### src/rtl/alu_pkg.sv
// Shared definitions for seq_alu: opcode encodings, multiply FSM states and
// the multiply iteration count.
package alu_pkg;

  localparam logic [2:0] OP_ADD = 3'b000;
  localparam logic [2:0] OP_SUB = 3'b001;
  localparam logic [2:0] OP_AND = 3'b010;
  localparam logic [2:0] OP_OR  = 3'b011;
  localparam logic [2:0] OP_XOR = 3'b100;
  localparam logic [2:0] OP_SHL = 3'b101;
  localparam logic [2:0] OP_SHR = 3'b110;
  localparam logic [2:0] OP_MUL = 3'b111;

  typedef enum logic {
    S_IDLE,
    S_MUL
  } state_t;

  localparam int MUL_ITERS = 8;

endpackage

### src/rtl/mul8_shift_add.sv
// 8x8 unsigned shift-and-add multiplier, one iteration per clock.
// Exists only when SEQ_ALU_MUL_EN is defined.
// start loads the operands and clears the accumulator and counter.
// run advances one iteration.
// done flags the final iteration. product is the accumulator value after
// the current iteration, so the parent can register the finished product
// on the same edge.
`ifdef SEQ_ALU_MUL_EN
module mul8_shift_add
  import alu_pkg::*;
(
  input  logic        clk,
  input  logic        rst_n,
  input  logic        start,
  input  logic        run,
  input  logic [7:0]  a,
  input  logic [7:0]  b,
  output logic        done,
  output logic [15:0] product
);

  // Bit 0 of the conceptual 16-bit accumulator is always zero until the
  // last shift, so only bits [15:1] are stored.
  logic [14:0] acc;
  logic [7:0]  mcand;
  logic [7:0]  mplier;
  logic [2:0]  cnt;
  logic [8:0]  sum;

  // Add the multiplicand into the upper byte when the multiplier LSB is set.
  always_comb begin
    sum = {1'b0, acc[14:7]} + (mplier[0] ? {1'b0, mcand} : 9'd0);
  end

  assign product = {sum, acc[6:0]};
  assign done    = run && (cnt == 3'(MUL_ITERS - 1));

  // Operand load on start, then shift right through the carry each iteration.
  always_ff @(posedge clk or negedge rst_n) begin
    if (!rst_n) begin
      acc    <= '0;
      mcand  <= '0;
      mplier <= '0;
      cnt    <= '0;
    end else if (start) begin
      acc    <= '0;
      mcand  <= a;
      mplier <= b;
      cnt    <= '0;
    end else if (run) begin
      acc    <= {sum, acc[6:1]};
      mplier <= {1'b0, mplier[7:1]};
      cnt    <= cnt + 3'd1;
    end
  end

endmodule
`endif

### src/rtl/seq_alu.sv
// seq_alu: 8-bit ALU for the accumulator/flag write-back stage.
// Logic, add/sub and shift operations complete one cycle after START.
// Macro SEQ_ALU_MUL_EN enables the 8-iteration shift-and-add multiply
// (OP=111). Without the macro, OP=111 completes in one cycle with a zero
// result and BUSY is tied low.
module seq_alu (
  input  logic       CLK,
  input  logic       RST_N,
  input  logic       START,
  input  logic [2:0] OP,
  input  logic [7:0] A,
  input  logic [7:0] B,
  output logic [7:0] Y,
  output logic [7:0] YH,
  output logic       CF,
  output logic       ZF,
  output logic       BUSY,
  output logic       DONE
);
  import alu_pkg::*;

  logic [7:0] res;
  logic       carry;

  // Single-cycle result and carry.
  // Without the multiplier, OP_MUL falls through to a zero result.
  always_comb begin
    res   = '0;
    carry = 1'b0;
    case (OP)
      OP_ADD:  {carry, res} = {1'b0, A} + {1'b0, B};
      OP_SUB:  {carry, res} = {1'b0, A} - {1'b0, B};
      OP_AND:  res = A & B;
      OP_OR:   res = A | B;
      OP_XOR:  res = A ^ B;
      OP_SHL:  {carry, res} = {A, 1'b0};
      OP_SHR:  {res, carry} = {1'b0, A};
      default: res = '0;
    endcase
  end

`ifdef SEQ_ALU_MUL_EN
  state_t      state;
  logic        mul_start;
  logic        mul_run;
  logic        mul_done;
  logic [15:0] mul_product;

  assign mul_start = (state == S_IDLE) && START && (OP == OP_MUL);
  assign mul_run   = (state == S_MUL);

  mul8_shift_add u_mul (
    .clk     (CLK),
    .rst_n   (RST_N),
    .start   (mul_start),
    .run     (mul_run),
    .a       (A),
    .b       (B),
    .done    (mul_done),
    .product (mul_product)
  );

  // Issue FSM with registered results; a multiply only writes back on its last iteration.
  always_ff @(posedge CLK or negedge RST_N) begin
    if (!RST_N) begin
      state <= S_IDLE;
      Y     <= '0;
      YH    <= '0;
      CF    <= 1'b0;
      ZF    <= 1'b0;
      BUSY  <= 1'b0;
      DONE  <= 1'b0;
    end else begin
      DONE <= 1'b0;
      case (state)
        S_IDLE: begin
          if (START) begin
            if (OP == OP_MUL) begin
              state <= S_MUL;
              BUSY  <= 1'b1;
            end else begin
              Y    <= res;
              YH   <= '0;
              CF   <= carry;
              ZF   <= (res == 8'h00);
              DONE <= 1'b1;
            end
          end
        end
        S_MUL: begin
          if (mul_done) begin
            state <= S_IDLE;
            BUSY  <= 1'b0;
            Y     <= mul_product[7:0];
            YH    <= mul_product[15:8];
            CF    <= |mul_product[15:8];
            ZF    <= (mul_product[7:0] == 8'h00);
            DONE  <= 1'b1;
          end
        end
        default: state <= S_IDLE;
      endcase
    end
  end
`else
  assign BUSY = 1'b0;

  // Every operation, including OP_MUL, writes back one cycle after START.
  always_ff @(posedge CLK or negedge RST_N) begin
    if (!RST_N) begin
      Y    <= '0;
      YH   <= '0;
      CF   <= 1'b0;
      ZF   <= 1'b0;
      DONE <= 1'b0;
    end else begin
      DONE <= START;
      if (START) begin
        Y  <= res;
        YH <= '0;
        CF <= carry;
        ZF <= (res == 8'h00);
      end
    end
  end
`endif

endmodule
### config.mk
export PLATFORM = sky130hd
export DESIGN_NAME = seq_alu
export DESIGN_NICKNAME = d
export VERILOG_FILES = /design/src/rtl/alu_pkg.sv /design/src/rtl/mul8_shift_add.sv /design/src/rtl/seq_alu.sv
export SDC_FILE = /design/constraint.sdc
export NUM_CORES = 1
export LEC_CHECK = 0
export ABC_AREA = 1
export CAP_MARGIN = 20
export CORE_UTILIZATION = 35
export CTS_CLUSTER_SIZE = 24
export DETAILED_ROUTE_END_ITERATION = 10
export GPL_TIMING_DRIVEN = 0
export SETUP_SLACK_MARGIN = 0.15
export SYNTH_ARGS = -nofsm -noshare
export SYNTH_HDL_FRONTEND = slang
export SYNTH_SLANG_ARGS = --single-unit
### constraint.sdc
create_clock -name CLK -period 0.8 [get_ports CLK]
set_input_delay 0.08 -clock CLK [delete_from_list [all_inputs] [get_ports CLK]]
set_output_delay 0.08 -clock CLK [all_outputs]
set_load 0.005 [all_outputs]
# Yosys cells after proc, flatten, opt, wreduce, memory -nomap -nowiden
# Index checks and enable logic that the tools add are counted.
[totals]
input_bits = 22
regBits = 11
out_inout_bits = 20
[op_classes]
reduce_logical = 2
n_addsub = 2
muxes = 2
bitwise_logic = 3
n_eq_ne = 6
[op_table]
columns = ["operator", "n"]
rows = [
  ["case mux 8 bit (7 select lines)", 1],
  ["adder 8 x 8 -> 9 bit", 1],
  ["== test 3 bit (second input constant)", 3],
  ["subtractor 8 x 8 -> 9 bit", 1],
  ["bitwise AND 8 bit", 1],
  ["logical NOT 8 bit", 1],
  ["bitwise OR 8 bit", 1],
  ["XOR 8 bit", 1],
  ["== test 3 x 2 -> 1 bit (second input constant)", 2],
  ["case mux 1 bit (4 select lines)", 1],
  ["== test 3 x 1 -> 1 bit (second input constant)", 1],
  ["logical NOT 3 bit", 1],
]

# Depth between registers and ports, before layout
[logic_depth]
depth_word = 3
depth_mapped = 16

# Worst setup path after synthesis
# Ideal clock, no wire load.
[synth_path]
path_kind = "input port to flip-flop"
from = "input port A[0]"
to = "register ZF"
required_time_ns = 0.683
setup_slack_ns = -0.683
stages = 14
t_arrival_ns = 1.366
cell_sequence = "inv_1 -> ha_1 -> inv_1 -> fa_1 -> nand2_1 -> nand2_1 -> nand3_1 -> nand2_1 -> nand2_1 -> nand3_1 -> nand3_1 -> nor2_1 -> nand3_1 -> nand2_1"
[synth_between]
elab_chain_cells = 3
word_cells_on_any_way = 7
[synth_lines]
columns = ["element", "line_no", "source"]
rows = [
  ["start, declared", "seq_alu.sv:11", "input logic [7:0] A,"],
  ["subtractor 8 x 8 -> 9 bit, or another cell as far along", "seq_alu.sv:32", "OP_SUB: {carry, res} = {1'b0, A} - {1'b0, B};"],
  ["case mux 8 bit (7 select lines) *", "seq_alu.sv:30", "case (OP)"],
  ["logical NOT 8 bit *", "seq_alu.sv:122", "ZF <= (res == 8'h00);"],
  ["end signal, assigned", "seq_alu.sv:122", ""],
  ["end, declared", "seq_alu.sv:16", "output logic ZF,"],
]
# Mark *: on every way between the ends. The rest lies on a longest branch, timed or not.
# A chain may end at the register's enable or synchronous reset.

# Final worst setup path
# Ends and elaborated chain as after synthesis.

==> results.tsv <==
metric	value	unit
status	finished with violations	
failing checks	negative setup slack	
Critical Path Sink Type	flip-flop	
share of layout cells above drive strength 1	46.5	%
TritonRoute pass-1 iters	4	
clock skew	0	ns
Clk Latency, worst-skew pair	0.24	ns
main area contributors after synthesis	nand2_1 19%, ha_1 15%, dfrtp_1 14%	
Critical Path RT	0.98	ns
Clock Tree Buf Depth	2	
Post-Route WL	5.80	mm
Num CTS Buffers	3	
number of synthesized register bits	11	
Die Width	76.4	um
core area	5200	sq um
Layout Cells excl Fill	468	
final setup fails	20	
Syn Area/Cell	6.04	sq um
Antenna Cells	0	
sequential area share after synthesis	14.2	%
Starting DRT DRC Count	103	
nets@finish	447	
share of the synthesized area in the top cell type	18.6	%
final worst slack	-0.560	ns
final period utilization	170	%
post-layout util	60.3	%
CTS tree	built	
post-synth top area cell	nand2_1	
Post-Place Cells	431	
Reg clk slew, reported paths	0.05	ns
H-tree Lvls	1	
HP Class	input pin to flip-flop	
WL/cell	12.4	um
Synthesis Warnings	0	
Power Dens Cells	984	nW/um^2
Seq pwr share	21.3	%
Clock Sinks	11	
Post-DP HPWL	4.22	mm
starting density of the core	37.2	%
Vias	2280	
Cells after Synth	321	
number of global-route vias before repair	2180	
shortest clock period the worst path allows after layout	1.36	ns
Peak VDD IR	0.665	mV
combinational group share of total power	60.7	%
Crit Path Max Fanout	3	
EDFF count, synth	0	
initial antenna violation count	0	
endpoints failing hold	0	
die height	76.4	um
first-pass GRT wire length	9.94	mm
Worst setup SP type	input pin	
Max Clk Rate	0.735	GHz
ANT nets after route	0	
Rows	26	
Hold Buf Count CTS	0	
die area	5840	sq um
I/O pins	42	
GRT Util Overall	20.7	%
via/cell ratio	4.87	
Setup CP Type	input pin to flip-flop	
Port-buffer cells	32	
ys async rst share	100	%
worst endpoint data arrival time	1.54	ns
largest net degree at the start of global routing	12	
DR DRC count	0	
Post-synth top flop	dfrtp_1	
clock tree root driver cell	clkbuf_8	
total grt overflow	0	
Power Internal	0.00187	W
Final Max Tran Viols	0	
RSZ-0062 raised after global routing	yes	
Layout area overhead	62.0	%
Leak Pwr	1.59	nW
GP Congestion	0.875	
Post-Syn Area	1940	sq um
Fill cells	493	
count of cell types in the netlist	30	
Max Cap Violations	0	
P_sw	0.00122	W
clock power share	18.0	%
sw frac	39.6	%
most frequent cells after synthesis	96 x nand2_1, 50 x inv_1, 41 x nand3_1	
top-count cell post-synth	nand2_1	
pre-CTS WS	-1.66	ns
## metrics by stage
step	total power (W)	area, sq um	hold slack [ns]	TNS [ns]
3_5_place_dp	0.00207	2570	0.431	-14.70
3_3_place_gp	0.00206	2570	0.434	-14.52
2_1_floorplan	0.00156	2160	-0.216	-3.93
6_report	0.00309	3140	0.0659	-4.25
5_1_grt	0.00332	3140	0.0671	-5.40
4_1_cts	0.00294	2980	0.180	-4.40
## flip-flops by register name, summed over array words and instances, names as in the netlist
signal	cells
CF	1
DONE	1
Y	8
ZF	1
## critical path, cell delays in order
cell,delay (ns)
buf_12,0.10
ha_4,0.14
inv_2,0.03
fa_2,0.50
nand3b_1,0.12
nand3_2,0.10
nor2_4,0.11
nand3_2,0.08
nor3_4,0.12
nand3_1,0.08
nand2_1,0.06
## cells in the final DEF (no fill, tap or decap), types with 2 or more instances in the layout
cell type and n:
xnor2_1 2, fa_2 2, nand3_2 19, buf_8 7, inv_1 27, inv_2 17, nor2_4 10, ha_1 14
a21oi_1 2, conb_1 9, o21ai_1 5, nand2_1 73, nand3_1 22, nand4_1 15, inv_4 5, or2_0 2
dfrtp_1 11, dlygate4sd2_1 2, buf_6 15, nand2_4 2, nor3_4 2, o21ai_0 3, inv_12 2, a21oi_2 4
nand3b_1 2, buf_4 34, nor2_2 4, nand2_2 23, buf_2 18, nor3_1 3, clkbuf_8 4, nor2_1 13
ha_4 10
## path summary, 6_finish.rpt
check	startpoint	to	slack [ns]	cells after the start
max	A[0]	ZF	-0.56	11
min	START	DONE	0.07	1
max reg2reg	Y[0]	Y[0]	-0.02	3
min reg2reg	CF	CF	0.47	2
max in group asynchronous	RST_N	DONE	0.30	1
min in group asynchronous	RST_N	Y[0]	0.17	1
## cell families after synthesis
group | after synthesis | share of synthesized area (%)
other cells | 1 | 0.193
buf+inv | 72 | 18.5
simple gates | 194 | 44.7
compound gates | 15 | 3.94
xor+xnor | 2 | 0.904
flops | 11 | 14.2
fa+ha+maj | 26 | 17.6
## layer usage
layer / vias to the layer above / track usage [%] / routed length, um
li1: 1153 / - / -
met1: 1045 / 26.2 / 2480
met2: 71 / 37.6 / 2910
met3: 11 / 1.32 / 304
met4: 0 / 5.96 / 99
met5: - / 0 / 0
## repair_timing
| item | CTS | global route |
|---|---|---|
| buffers inserted | 25 | 5 |
| setup endpoints to repair | 21 | 21 |
| gates cloned | 3 | 0 |
| resized for setup | 198 | 36 |
| pin swaps | 54 | 34 |
## power groups by stage
stage	registers, W	logic [W]	clock network [W]
CTS	0.000657	0.00172	0.000557
floorplan	0.000679	0.000885	0
global placement	0.000669	0.00139	0
global route	0.000672	0.00206	0.000585
finish	0.000658	0.00188	0.000556
detailed placement	0.000672	0.00140	0
## cell type report
cell class / instances / area (sq um) / area share, %
inverters: 53 / 240 / 7.65
plain buffers: 19 / 191 / 6.10
multi-input cells: 246 / 1750 / 55.7
flip-flops and latches: 11 / 275 / 8.76
repair buffers: 65 / 552 / 17.6
well taps: 70 / 87.6 / 2.79
clock buffers: 4 / 45.0 / 1.43
No activity file was read; power rests on OpenSTA's default activity.
